===== config.mk =====
export PLATFORM = sky130hd
export DESIGN_NAME = md_seq
export DESIGN_NICKNAME = d
export VERILOG_FILES = /design/src/rtl/md_pkg.sv /design/src/rtl/md_step.sv /design/src/rtl/md_seq.sv
export SDC_FILE = /design/constraint.sdc
export NUM_CORES = 1
export LEC_CHECK = 0
export CAP_MARGIN = 40
export CORE_ASPECT_RATIO = 0.5
export CORE_UTILIZATION = 50
export DETAILED_ROUTE_END_ITERATION = 10
export PLACE_DENSITY = 0.7
export SYNTH_ARGS = -nofsm -noshare
export SYNTH_HDL_FRONTEND = slang
export SYNTH_SLANG_ARGS = --single-unit

===== constraint.sdc =====
create_clock -name clk -period 5.5 [get_ports clk]
set_input_delay 1.1 -clock clk [delete_from_list [all_inputs] [get_ports clk]]
set_output_delay 1.1 -clock clk [all_outputs]
set_load 0.05 [all_outputs]

===== src/rtl/md_pkg.sv =====
// Shared constants for the multiply/divide sequencer: R-type funct codes,
// FSM state encoding and the iteration count.
package md_pkg;

    localparam logic [5:0] FN_MFHI  = 6'b010000;
    localparam logic [5:0] FN_MTHI  = 6'b010001;
    localparam logic [5:0] FN_MFLO  = 6'b010010;
    localparam logic [5:0] FN_MTLO  = 6'b010011;
    localparam logic [5:0] FN_MULT  = 6'b011000;
    localparam logic [5:0] FN_MULTU = 6'b011001;
    localparam logic [5:0] FN_DIV   = 6'b011010;
    localparam logic [5:0] FN_DIVU  = 6'b011011;

    localparam logic [1:0] ST_IDLE = 2'd0;
    localparam logic [1:0] ST_ITER = 2'd1;
    localparam logic [1:0] ST_FIX  = 2'd2;

    localparam int unsigned MD_ITERS = 32;

    function automatic logic is_md_op(input logic [5:0] fn);
        return (fn == FN_MULT) || (fn == FN_MULTU) || (fn == FN_DIV) || (fn == FN_DIVU);
    endfunction

endpackage


===== src/rtl/md_step.sv =====
// One combinational iteration of the multiply/divide datapath around a single
// 33-bit adder: LSB-first shift-add multiply or restoring divide.
module md_step #(
    parameter int unsigned XLEN = 32
) (
    input  logic            is_div,
    input  logic [XLEN-1:0] acc,
    input  logic [XLEN-1:0] mq,
    input  logic [XLEN-1:0] opnd,
    output logic [XLEN-1:0] acc_next,
    output logic [XLEN-1:0] mq_next
);

    logic [XLEN:0] add_a;
    logic [XLEN:0] add_b;
    logic [XLEN:0] sum;
    logic          cin;
    logic          borrow;

    always_comb begin
        if (is_div) begin
            // Trial subtract of the divisor from {remainder, next dividend bit}.
            add_a = {acc, mq[XLEN-1]};
            add_b = ~{1'b0, opnd};
            cin   = 1'b1;
        end else begin
            add_a = {1'b0, acc};
            add_b = mq[0] ? {1'b0, opnd} : '0;
            cin   = 1'b0;
        end
        sum = add_a + add_b + {{XLEN{1'b0}}, cin};
        // Remainder stays below the divisor, so the top sum bit is the borrow.
        borrow = sum[XLEN];
        if (is_div) begin
            acc_next = borrow ? add_a[XLEN-1:0] : sum[XLEN-1:0];
            mq_next  = {mq[XLEN-2:0], ~borrow};
        end else begin
            acc_next = sum[XLEN:1];
            mq_next  = {sum[0], mq[XLEN-1:1]};
        end
    end

endmodule


===== src/rtl/md_seq.sv =====
// Multi-cycle MULT/MULTU/DIV/DIVU sequencer owning HI/LO, plus MTHI/MTLO writes.
// Define MD_EARLY_OUT_EN to skip iterations for zero multiplies and divide-by-zero.
module md_seq import md_pkg::*; #(
    parameter int unsigned XLEN  = 32,
    parameter int unsigned CNT_W = 5
) (
    input  logic            clk,
    input  logic            rst_n,
    input  logic            start,
    input  logic [5:0]      op,
    input  logic [XLEN-1:0] A,
    input  logic [XLEN-1:0] B,
    input  logic            flush,
    output logic            busy,
    output logic            done,
    output logic [XLEN-1:0] hi,
    output logic [XLEN-1:0] lo
);

    logic [1:0]      state_q, state_d;
    logic [CNT_W-1:0] cnt_q, cnt_d;
    logic [XLEN-1:0] acc_q, acc_d;
    logic [XLEN-1:0] mq_q, mq_d;
    logic [XLEN-1:0] opnd_q, opnd_d;
    logic            div_q, div_d;
    logic            neg_a_q, neg_a_d;
    logic            neg_res_q, neg_res_d;
    logic            dz_q, dz_d;
    logic [XLEN-1:0] hi_q, hi_d;
    logic [XLEN-1:0] lo_q, lo_d;
    logic            done_q, done_d;

    logic            op_signed;
    logic            op_div;
    logic [XLEN-1:0] abs_a;
    logic [XLEN-1:0] abs_b;
    logic [XLEN-1:0] step_acc;
    logic [XLEN-1:0] step_mq;
    logic [2*XLEN-1:0] prod;
    logic [XLEN-1:0] quo_fix;
    logic [XLEN-1:0] rem_fix;

    assign op_signed = ~op[0];
    assign op_div    = op[1];
    assign abs_a     = (op_signed && A[XLEN-1]) ? -A : A;
    assign abs_b     = (op_signed && B[XLEN-1]) ? -B : B;

    md_step #(
        .XLEN (XLEN)
    ) u_step (
        .is_div   (div_q),
        .acc      (acc_q),
        .mq       (mq_q),
        .opnd     (opnd_q),
        .acc_next (step_acc),
        .mq_next  (step_mq)
    );

    assign prod    = neg_res_q ? -{acc_q, mq_q} : {acc_q, mq_q};
    assign quo_fix = neg_res_q ? -mq_q : mq_q;
    // Remainder (and the divide-by-zero passthrough of A) carries the dividend's sign.
    assign rem_fix = neg_a_q ? -acc_q : acc_q;

    always_comb begin
        state_d   = state_q;
        cnt_d     = cnt_q;
        acc_d     = acc_q;
        mq_d      = mq_q;
        opnd_d    = opnd_q;
        div_d     = div_q;
        neg_a_d   = neg_a_q;
        neg_res_d = neg_res_q;
        dz_d      = dz_q;
        hi_d      = hi_q;
        lo_d      = lo_q;
        done_d    = 1'b0;

        case (state_q)
            ST_IDLE: begin
                if (start && !flush) begin
                    if (is_md_op(op)) begin
                        state_d   = ST_ITER;
                        cnt_d     = '0;
                        acc_d     = '0;
                        div_d     = op_div;
                        neg_a_d   = op_signed & A[XLEN-1];
                        neg_res_d = op_signed & (A[XLEN-1] ^ B[XLEN-1]);
                        dz_d      = (B == '0);
                        mq_d      = op_div ? abs_a : abs_b;
                        opnd_d    = op_div ? abs_b : abs_a;
`ifdef MD_EARLY_OUT_EN
                        if (op_div ? (B == '0) : (A == '0 || B == '0)) begin
                            state_d = ST_FIX;
                            mq_d    = '0;
                            acc_d   = op_div ? abs_a : '0;
                        end
`endif
                    end else if (op == FN_MTHI) begin
                        hi_d = A;
                    end else if (op == FN_MTLO) begin
                        lo_d = A;
                    end
                end
            end
            ST_ITER: begin
                if (flush) begin
                    state_d = ST_IDLE;
                end else begin
                    acc_d = step_acc;
                    mq_d  = step_mq;
                    cnt_d = cnt_q + 1'b1;
                    if (cnt_q == CNT_W'(MD_ITERS - 1)) begin
                        state_d = ST_FIX;
                    end
                end
            end
            ST_FIX: begin
                state_d = ST_IDLE;
                if (!flush) begin
                    done_d = 1'b1;
                    if (div_q && dz_q) begin
                        lo_d = '1;
                        hi_d = rem_fix;
                    end else if (div_q) begin
                        lo_d = quo_fix;
                        hi_d = rem_fix;
                    end else begin
                        {hi_d, lo_d} = prod;
                    end
                end
            end
            default: state_d = ST_IDLE;
        endcase
    end

    always_ff @(posedge clk or negedge rst_n) begin
        if (!rst_n) begin
            state_q   <= ST_IDLE;
            cnt_q     <= '0;
            acc_q     <= '0;
            mq_q      <= '0;
            opnd_q    <= '0;
            div_q     <= 1'b0;
            neg_a_q   <= 1'b0;
            neg_res_q <= 1'b0;
            dz_q      <= 1'b0;
            hi_q      <= '0;
            lo_q      <= '0;
            done_q    <= 1'b0;
        end else begin
            state_q   <= state_d;
            cnt_q     <= cnt_d;
            acc_q     <= acc_d;
            mq_q      <= mq_d;
            opnd_q    <= opnd_d;
            div_q     <= div_d;
            neg_a_q   <= neg_a_d;
            neg_res_q <= neg_res_d;
            dz_q      <= dz_d;
            hi_q      <= hi_d;
            lo_q      <= lo_d;
            done_q    <= done_d;
        end
    end

    assign busy = (state_q != ST_IDLE);
    assign done = done_q;
    assign hi   = hi_q;
    assign lo   = lo_q;

endmodule


# Word-level counts from Yosys, hierarchy flattened
# Cells that the tools add are included.
totals:
  regBits: 172
  output_inout_bits: 66
  elab_cells: 110
op_classes:
  n_mux: 48
  reduce_logical: 18
  eq_ne: 18
  addsub: 8
  bitwise: 6
op_table:
  columns: ["op", "n"]
  rows:
  - ["$mux W32", 29]
  - ["$pmux W32 S2", 4]
  - ["$neg A32 Y32", 4]
  - ["$mux W33", 2]
  - ["$mux W64", 1]
  - ["$neg A64 Y64", 1]
  - ["$eq A6 B5 Y1 const B", 6]
  - ["$add A33 B1 Y33", 1]
  - ["$add A33 B33 Y33", 1]
  - ["$not A32 Y33", 1]
  - ["$logic_not A32 Y1", 1]
  - ["$ne A2 B2 Y1 const B", 8]
  - ["$mux W5", 3]
  - ["$pmux W5 S2", 1]
  - ["$mux W2", 4]
  - ["$reduce_and A3 Y1", 2]
  - ["$reduce_and A6 Y1", 1]
  - ["$reduce_bool A2 Y1", 3]
  - ["$add A5 B1 Y5 const B", 1]
  - ["$eq A5 B5 Y1 const B", 1]
  - ["$reduce_and A5 Y1", 1]
  - ["$logic_and A1 B1 Y1", 4]
  - ["$pmux W2 S2", 1]
  - ["$reduce_and A4 Y1", 1]
  - ["other kinds (10)", 16]

# Longest topological paths before layout
# Gate-level depths: netlist (run 1).
depth:
  ltp_word: 8
  depth_mapped: 18
  ltp_nobuf: 15

# Hierarchy
# Synthesis (run 1) repeated with hierarchy kept, for this count alone.
unflattened:
  cells_unflattened: 1830
  area_unflattened_um2: 14487.6
modules_own_cells:
  columns: ["mod", "area_each_um2", "seq_area_each_um2", "cells_per_inst", "n_inst"]
  rows:
  - ["md_seq", 10784.1, 4304.1, 1300, 1]
  - ["md_step", 3703.6, 0.0, 530, 1]

# Worst setup path after synthesis (run 1)
# No wires, ideal clock.
synth_path:
  path_type: "flip-flop to flip-flop"
  from: "register div_q"
  to: "register acc_q[11]"
  setup_time_ps: 133
  n_path_buf: 4
  arrival_time_ps: 4300
  stages_incl_launch_ff: 19
  required_time_ps: 5367
  synth_period_minus_slack_ps: 4433
  path_slack_ps: 1067
  cell_sequence: "dfrtp_1 -> clkbuf_1 -> buf_1 -> nor2_1 -> clkbuf_1 -> nand2_1 -> o21ai_0 -> fa_1 -> inv_1 -> fa_1 -> nand2b_1 -> a21oi_1 -> o21ai_0 -> a2111oi_0 -> nor4_2 -> xnor2_2 -> buf_2 -> mux2i_1 -> o21ai_0"
synth_between:
  elab_chain_cells: 7
  elab_cells_between_ends: 9
  classes_between: "2 x add/sub; 7 x mux"
synth_rtl:
  columns: ["element", "line", "rtl"]
  rows:
  - ["from (decl)", "md_seq.sv:25", "logic div_q, div_d;"]
  - ["from (signal assigned)", "md_seq.sv:156", "div_q <= div_d;"]
  - ["$mux W33", "md_step.sv:21", "if (is_div) begin"]
  - ["$add A33 B33 Y33", "md_step.sv:31", "sum = add_a + add_b + {{XLEN{1'b0}}, cin};"]
  - ["$add A33 B1 Y33", "md_step.sv:31", null]
  - ["$mux W32", "md_step.sv:35", "acc_next = borrow ? add_a[XLEN-1:0] : sum[XLEN-1:0];"]
  - ["$mux W32 (*)", "md_step.sv:34", "if (is_div) begin"]
  - ["$mux W32 (*)", "md_seq.sv:106", "if (flush) begin"]
  - ["$pmux W32 S2 (*)", "md_seq.sv:78", "case (state_q)"]
  - ["to (signal assigned)", "md_seq.sv:140", "acc_q <= '0;"]
  - ["to (signal assigned)", "md_seq.sv:153", "acc_q <= acc_d;"]
  - ["to (decl)", "md_seq.sv:22", "logic [XLEN-1:0] acc_q, acc_d;"]
# Mark *: on every way between the ends. The rest lies on a longest branch, timed or not. The select of a mux whose other input is x is not followed.
# A chain may end at the register's enable or synchronous reset.

# Worst setup path in the final report (run 1)
layout_path:
  from: "register div_q"
  to: "register acc_q[5]"
# Same word-level chain as after synthesis.

==> impl_metrics.toml, run 1 <==
[synthesis]
ys_warn_count = 0
ys_seq_area_frac = 0.3079
yosysTopAreaCell = "dfrtp_1"
ys_seq_elements = 172
syn_area_um2 = 13980
syn-num-nets = 1890
synth_ff_type = "dfrtp_1"
synth-edff-count = 0
synth_common_cells = "231 x nand2_1, 204 x o21ai_0, 172 x dfrtp_1"
synth.avg_cell_area_um2 = 7.871
async_flop_share = 1.000
ys_types = 80
yosysMostFrequentCell = "nand2_1"
netlist_top_cells_area = "dfrtp_1 31%, o21ai_0 7.3%, nand2_1 6.2%, a21oi_1 5.3%, mux2i_1 4.9%"
netlist_instances = 1776
synth_top_cell_area_share = 0.3079

[worst_hold_path]
hold_path_class = "flip-flop to flip-flop"

[drt]
drc = 0
initialDrtViolationCount = 2004
first_pass_iters = 5
vias_per_cell = 6.547
routedWlPerCell_um = 23.72
postRouteAntennaNets = 0
drt-total-wl_um = 52450
vias = 14480

[placement]
placed_cell_area_um2 = 15560
place_congestion = 0.9764
hpwlAfterDp_um = 39560
numPortBuffers = 139

[sta]
worst_slew_pin_slew_ns = 0.9331
period_share = 0.8932
rsz0062_at_grt = "false"
finClkSkew_ns = 0.01554
layout_min_cycle_time_ns = 4.913
worst_hold_slack_ns = 0.4849
slew_viol_final = 0
hold_violations = 0
relSlewSlack = 0.3767
setup_viol = 0
fmax_mhz = 203.6
finalSetupTns_ns = 0

[floorplanning]
dieHeight_um = 120.2
die_w_um = 238.5
io-pin-count = 140
initial_core_util = 0.5185
core_um2 = 26960
dieArea_um2 = 28670
core.rowCount = 42

[final_layout]
final_core_util = 0.5982
synthToLayoutAreaGrowth_pct = 15.37
num-fill-cells = 2417
fin_area_um2 = 16130
layout-drive-gt1-share = 0.06968
diodes = 0
nets = 1938

[critical_path]
cp.required_ns = 5.82
endpoint_kind = "flip-flop"
critPathMaxFanout = 37
crit_type = "flip-flop to flip-flop"
cp.arrival_ns = 5.24
worst_setup_path_start_kind = "flip-flop"

[power]
leakage_nw = 6.641
power_w = 0.007221
vdd_drop_max_mv = 0.2519
pwr_density_cell_nw_per_um2 = 447.8

[clocking]
clk_pin_slew_ns = 0.07
post_cts_resized = 0
clk_latency_ns = 0.46
clockBufferDepth = 2
clockRootBuffer = "clkbuf_16"
h-tree-depth = 4
clkSinkCount = 172
post_cts_buffers = 0
numCtsBuffers = 17
postCtsHoldBufs = 0
cts_tree = "yes"

[status]
outcome = "completed"

[global_route]
grt-ovfl-total = 0
grt_pass1_vias = 13340
grt_pass1_wl_um = 80230
grtUsageTotal = 0.3702
grt_max_degree = 72
antenna_found_initial = 4

[flow_run]
cap_viol_max_count = 0
[per-layer routing]
| layer | share of wire | track usage |
|---|---|---|
| met2 | 0.42 | 0.5313 |
| met5 | 0.00025 | 0 |
| met3 | 0.12 | 0.09932 |
| met1 | 0.44 | 0.5385 |
| met4 | 0.026 | 0.1142 |
[through the flow]
stage,cells,worst slack [ns]
final,2211,0.5872
after floorplan,1776,1.067
after CTS,2209,0.7061
after global routing,2211,0.3420
after global placement,2173,0.8091
after detailed placement,2177,0.6986
[sequential cells by signal, summed over array words and instances (netlist names), 2 cells and up]
signal / flops
lo: 32
acc_q: 32
mq_q: 32
state_q: 2
opnd_q: 32
hi: 32
cnt_q: 5
[area by class of cell]
class	instances	area, µm²	area share
sequential	172	4308	0.2671
inverter	27	101.3	0.006284
multi-input combinational	1437	9056	0.5616
timing repair buffer	169	1638	0.1016
clock inverter	9	77.57	0.004810
tap	374	467.9	0.02902
clock buffer	23	478.0	0.02964
[where the power goes]
group | total, W | switching, W | internal [W]
clock | 0.00120 | 0.000579 | 0.000624
sequential | 0.00209 | 0.000569 | 0.00152
combinational | 0.00392 | 0.00235 | 0.00157
[path summary, 6_finish.rpt]
check | startpoint | end | slack, ns | cells after the start
worst max-delay path | div_q$_DFFE_PN0P_ | acc_q[5]$_DFFE_PN0P_ | 0.59 | 14
worst min-delay path | hi[22]$_DFFE_PN0P_ | hi[22]$_DFFE_PN0P_ | 0.48 | 2
worst max register to register | div_q$_DFFE_PN0P_ | acc_q[5]$_DFFE_PN0P_ | 0.59 | 14
worst min register to register | hi[22]$_DFFE_PN0P_ | hi[22]$_DFFE_PN0P_ | 0.48 | 2
max in group asynchronous | rst_n | acc_q[23]$_DFFE_PN0P_ | 3.87 | 2
min in group asynchronous | rst_n | lo[0]$_DFFE_PN0P_ | 0.65 | 1
[cell families after synthesis]
| family | Yosys count | share of synthesized area |
|---|---|---|
| AO/OA/AOI/OAI | 563 | 0.2409 |
| XOR/XNOR | 145 | 0.09193 |
| adder cells (fa/ha/maj) | 40 | 0.03688 |
| buffers and inverters | 167 | 0.04645 |
| flip-flops | 172 | 0.3079 |
| multiplexers | 103 | 0.07680 |
| AND/OR/NAND/NOR | 586 | 0.1992 |
[critical path, stage by stage (launching register included)]
cell and delay [ns]:
dfrtp_4 0.72, inv_1 0.14, buf_4 0.28, o21ai_0 0.28, inv_1 0.10, fa_1 0.47
nand2b_1 0.19, a21oi_1 0.26, o21ai_0 0.29, a2111oi_0 0.53, nor4_2 0.17, xnor2_4 0.62
buf_4 0.38, mux2i_1 0.21, o21ai_0 0.10
[layout by cell type (no fill, tap or decap), drive strengths merged, types with 19 or more instances in the layout]
cell type / count
o221ai: 20
buf: 31
or4: 26
inv: 31
a31oi: 31
nor3: 56
nand2: 232
clkbuf: 24
xor2: 65
ha: 38
o22ai: 26
mux2: 34
dfrtp: 172
xnor2: 80
nand3: 28
a22oi: 29
o21ai: 207
clkdlybuf4s50: 137
nor4: 19
o31ai: 23
a21oi: 150
mux2i: 69
nor2: 135
or3: 21
No activity file was read; power rests on OpenSTA's default activity.
==> inputs of run 2 (changes only) <==
--- a/config.mk
+++ b/config.mk
@@ -10,6 +10,7 @@
 export CORE_UTILIZATION = 50
 export DETAILED_ROUTE_END_ITERATION = 10
 export PLACE_DENSITY = 0.7
+export RECOVER_POWER = 25
 export SYNTH_ARGS = -nofsm -noshare
 export SYNTH_HDL_FRONTEND = slang
 export SYNTH_SLANG_ARGS = --single-unit
==> impl_metrics.toml, run 2 (synthesis gave the netlist of run 1 again) <==
[status]
outcome = "finished, violations left"
failed_checks = "capacitance limit, slew limit"

[final_layout]
layout.cells.non_filler = 2211
layout-drive-gt1-share = 0.06859
nets = 1938
diodes = 0
layout_common_cells = "231 x nand2_1, 203 x o21ai_0, 171 x dfrtp_1"
final_core_util = 0.5979
synthToLayoutAreaGrowth_pct = 15.32
layout_commonest_cell = "nand2_1"

[critical_path]
critPathMaxFanout = 37
crit_type = "flip-flop to flip-flop"
reg2reg_slack_ns = 0.62
r2r_cells = 14
cp-endpoint = "acc_q[5]$_DFFE_PN0P_"
worst_setup_path_start_kind = "flip-flop"
r2r-end = "acc_q[5]$_DFFE_PN0P_"
crit_start = "div_q$_DFFE_PN0P_"
endpoint_kind = "flip-flop"
cp.arrival_ns = 5.20
timing.rr.start = "div_q$_DFFE_PN0P_"
cp.required_ns = 5.82

[placement]
hpwlAfterDp_um = 39560
placedCellCount = 2177
place_congestion = 0.9764
numPortBuffers = 139

[worst_hold_path]
hold_path_class = "flip-flop to flip-flop"

[global_route]
grtUsageTotal = 0.3702
grt_max_degree = 72
antenna_found_initial = 4
grt_pass1_wl_um = 80230
grt-ovfl-total = 0
grt_pass1_vias = 13340

[floorplanning]
core_um2 = 26960
dieArea_um2 = 28670
dieHeight_um = 120.2
io-pin-count = 140
core.rowCount = 42
die_w_um = 238.5
initial_core_util = 0.5185

[clocking]
post_cts_buffers = 0
numCtsBuffers = 17
post_cts_resized = 0
clk_latency_ns = 0.46
clk_pin_slew_ns = 0.07
clkSinkCount = 172
clockRootBuffer = "clkbuf_16"
cts_tree = "yes"
clockBufferDepth = 2
postCtsHoldBufs = 0
h-tree-depth = 4

[sta]
slew_viol_final = 71
hold_violations = 0
relSlewSlack = -0.3876
period_share = 0.8874
finClkSkew_ns = 0.01664
fmax_mhz = 204.9
worst_slew_pin_slew_ns = 2.081
rsz0062_at_grt = "false"
setup_viol = 0
finalSetupTns_ns = 0
layout_min_cycle_time_ns = 4.881

[drt]
postRouteAntennaNets = 0
vias_per_cell = 6.531
drt-total-wl_um = 52350
vias = 14440
initialDrtViolationCount = 2030
first_pass_iters = 5
drc = 0
routedWlPerCell_um = 23.68

[power]
leakage_nw = 6.634
pwr_density_cell_nw_per_um2 = 447.7
vdd_drop_max_mv = 0.2514

[flow_run]
cap_viol_max_count = 2
==> run 2: cell types whose count changed in the layout (fill, tap and decap cells not counted) <==
cell | before | now
clkbuf_1 | 3 | 5
buf_4 | 26 | 24
==> run 2: worst min path at each step <==
| stage | from | to | slack, ns | depth (start not counted) |
|---|---|---|---|---|
| 2_1_floorplan | cnt_q[4]$_DFFE_PN0P_ | cnt_q[4]$_DFFE_PN0P_ | 0.45 | 2 |
| 3_3_place_gp | cnt_q[4]$_DFFE_PN0P_ | cnt_q[4]$_DFFE_PN0P_ | 0.46 | 2 |
| 3_5_place_dp | hi[22]$_DFFE_PN0P_ | hi[22]$_DFFE_PN0P_ | 0.46 | 2 |
| 4_1_cts | hi[22]$_DFFE_PN0P_ | hi[22]$_DFFE_PN0P_ | 0.48 | 2 |
| 5_1_grt | cnt_q[4]$_DFFE_PN0P_ | cnt_q[4]$_DFFE_PN0P_ | 0.51 | 2 |
| 6_report | hi[22]$_DFFE_PN0P_ | hi[22]$_DFFE_PN0P_ | 0.48 | 2 |
==> run 2: per-layer routing <==
metal / track usage / up-vias / share of wire
met5: 0 / - / 0.00025
met4: 0.1142 / 2 / 0.026
met3: 0.09932 / 111 / 0.12
met2: 0.5313 / 824 / 0.42
met1: 0.5385 / 6970 / 0.44
li1: - / 6532 / -
==> run 2: layout make-up <==
cell class	instances	area, µm²
fill	2419	10840
multi-input combinational	1437	9056
sequential	172	4308
timing repair buffer	169	1630
clock buffer	23	478.0
tap	374	467.9
inverter	27	101.3
clock inverter	9	77.57
==> run 2: through the flow <==
step                      instance area (µm²)  hold slack, ns  total power [W]  setup WS [ns]
after floorplan                         13980          0.4453         0.004763          1.067
after global placement                  15500          0.4573         0.005829         0.8091
after detailed placement                15560          0.4649         0.005894         0.6986
after CTS                               16110          0.4811         0.007109         0.7061
after global routing                    16120          0.5127         0.007642         0.3420
final                                   16120          0.4798         0.007217         0.6191
==> run 2: where the power goes <==
| group | internal [W] | switching (W) |
|---|---|---|
| Combinational | 0.00157 | 0.00235 |
| Clock | 0.000624 | 0.000577 |
| Sequential | 0.00152 | 0.000570 |
| Total | 0.00372 | 0.00349 |
==> run 2: worst max-delay path, stage by stage (launching register included) <==
cell and delay (ns):
dfrtp_4 0.72, inv_1 0.11, buf_4 0.27, o21ai_0 0.28
inv_1 0.10, fa_1 0.47, nand2b_1 0.19, a21oi_1 0.26
o21ai_0 0.29, a2111oi_0 0.53, nor4_2 0.17, xnor2_4 0.63
buf_4 0.38, mux2i_1 0.21, o21ai_0 0.10
==> inputs of run 3 (changes only) <==
--- a/config.mk
+++ b/config.mk
@@ -7,9 +7,9 @@
 export LEC_CHECK = 0
 export CAP_MARGIN = 40
 export CORE_ASPECT_RATIO = 0.5
-export CORE_UTILIZATION = 50
+export CORE_UTILIZATION = 30
 export DETAILED_ROUTE_END_ITERATION = 10
-export PLACE_DENSITY = 0.7
+export PLACE_DENSITY = 0.46
 export RECOVER_POWER = 25
 export SYNTH_ARGS = -nofsm -noshare
 export SYNTH_HDL_FRONTEND = slang
==> impl_metrics.toml, run 3 (synthesis gave the netlist of run 1 again) <==
[final_layout]
multi_input_area_um2 = 9062
seq_area_um2 = 4308
layout_common_cells = "231 x nand2_1, 203 x o21ai_0, 171 x dfrtp_1"
layout_commonest_cell = "nand2_1"
final_core_util = 0.3617
layout-drive-gt1-share = 0.07018
num-fill-cells = 4871
synthToLayoutAreaGrowth_pct = 17.88
nets = 1939

[placement]
place_congestion = 0.8935
numPortBuffers = 139
hpwlAfterDp_um = 43710

[worst_hold_path]
holdCritStartpoint = "cnt_q[4]$_DFFE_PN0P_"
hold_path_class = "flip-flop to flip-flop"
hold_end = "cnt_q[4]$_DFFE_PN0P_"
hold_depth = 2

[sta]
finalSetupTns_ns = 0
worst_hold_slack_ns = 0.4784
relSlewSlack = -1.008
worst_slew_pin_slew_ns = 3.012
layout_min_cycle_time_ns = 4.606
period_share = 0.8374
rsz0062_at_grt = "false"
finClkSkew_ns = 0.01695
slew_viol_final = 50
fmax_mhz = 217.1
setup_viol = 0
hold_violations = 0

[power]
p_int_w = 0.003765
p_comb_frac = 0.547
leakage_nw = 6.660
p_sw_w = 0.003522
pwr_density_cell_nw_per_um2 = 442.2
clkPwrFrac = 0.166
vdd_drop_max_mv = 0.2450
p_sw_frac = 0.4833
pwr-share-seq = 0.287
power_w = 0.007287

[critical_path]
crit_type = "flip-flop to flip-flop"
worst_setup_path_start_kind = "flip-flop"
critPathMaxFanout = 37
r2r-end = "acc_q[1]$_DFFE_PN0P_"
timing.rr.start = "div_q$_DFFE_PN0P_"
reg2reg_slack_ns = 0.89
endpoint_kind = "flip-flop"
r2r_cells = 13
cp.arrival_ns = 4.98
cp.required_ns = 5.87

[drt]
vias_per_cell = 5.514
postRouteAntennaNets = 0
vias = 13600
routedWlPerCell_um = 22.84
m1WireLength_um = 27670
initialDrtViolationCount = 1338
drc = 0
wl_met3_um = 3092
highest_layer = "met5"
wl_met2_um = 24280
first_pass_iters = 5
drt-total-wl_um = 56330

[clocking]
clk_latency_ns = 0.47
post_cts_resized = 0
post_cts_buffers = 0
postCtsHoldBufs = 0
cts_tree = "yes"
clockRootBuffer = "clkbuf_16"
clk_pin_slew_ns = 0.07
numCtsBuffers = 17
h-tree-depth = 4
clkSinkCount = 172
clockBufferDepth = 2

[flow_run]
cap_viol_max_count = 1

[floorplanning]
core_um2 = 45560
io-pin-count = 140
core.rowCount = 55
dieArea_um2 = 47510
dieHeight_um = 154.6
die_w_um = 307.3
initial_core_util = 0.3068

[global_route]
grt_pass1_wl_um = 83580
grt_max_degree = 87
grt-ovfl-total = 0
grtUsageTotal = 0.2348
grt_pass1_vias = 12780
antenna_found_initial = 3

[status]
failed_checks = "capacitance limit, slew limit"
outcome = "finished, violations left"
-- run 3: critical path, cell delays in order, from the launching register on --
cell       delay [ns]
dfrtp_4          0.70
inv_1            0.10
buf_4            0.25
o21ai_0          0.28
inv_1            0.10
fa_1             0.46
nand2b_1         0.18
a21oi_1          0.26
o21ai_0          0.32
a2111oi_0        0.58
nor4_2           0.18
xnor2_2          0.55
mux2_2           0.40
o21ai_0          0.13
-- run 3: how the worst max path moves through the flow --
| stage | start | end | slack, ns | cells past startpoint |
|---|---|---|---|---|
| after floorplan | div_q$_DFFE_PN0P_ | acc_q[11]$_DFFE_PN0P_ | 1.07 | 18 |
| after global placement | div_q$_DFFE_PN0P_ | acc_q[1]$_DFFE_PN0P_ | 0.97 | 13 |
| after detailed placement | div_q$_DFFE_PN0P_ | acc_q[1]$_DFFE_PN0P_ | 0.92 | 13 |
| after CTS | div_q$_DFFE_PN0P_ | acc_q[1]$_DFFE_PN0P_ | 0.90 | 13 |
| after global routing | div_q$_DFFE_PN0P_ | acc_q[1]$_DFFE_PN0P_ | 0.55 | 13 |
| final | div_q$_DFFE_PN0P_ | acc_q[1]$_DFFE_PN0P_ | 0.89 | 13 |
-- run 3: per-stage QoR --
| stage | area, µm² | cells | worst slack, ns |
|---|---|---|---|
| floorplan | 13980 | 1776 | 1.067 |
| global placement | 15880 | 2430 | 0.9724 |
| detailed placement | 15930 | 2433 | 0.9154 |
| CTS | 16480 | 2465 | 0.8989 |
| global route | 16480 | 2466 | 0.5527 |
| finish | 16480 | 2466 | 0.8943 |
-- run 3: power groups by stage --
stage	clock [W]	sequential, W	combinational [W]
floorplan	0	0.00191	0.00285
global placement	0	0.00211	0.00398
detailed placement	0	0.00211	0.00395
CTS	0.00123	0.00209	0.00398
global route	0.00128	0.00213	0.00436
finish	0.00121	0.00209	0.00399
-- run 3: per-layer routing --
layer | vias to the layer above | global-route usage
li1 | 6524 | -
met3 | 60 | 0.04015
met5 | - | 0
met4 | 2 | 0.06610
met2 | 379 | 0.3483
met1 | 6632 | 0.3462
-- run 3: cell type report --
type,count,share of cell area
Antenna cell,1,0.0001519
Clock buffer,23,0.02840
Clock inverter,9,0.005315
Inverter,27,0.006151
Multi-Input combinational cell,1437,0.5500
Sequential cell,172,0.2614
Tap cell,627,0.04761
Timing Repair Buffer,170,0.1009
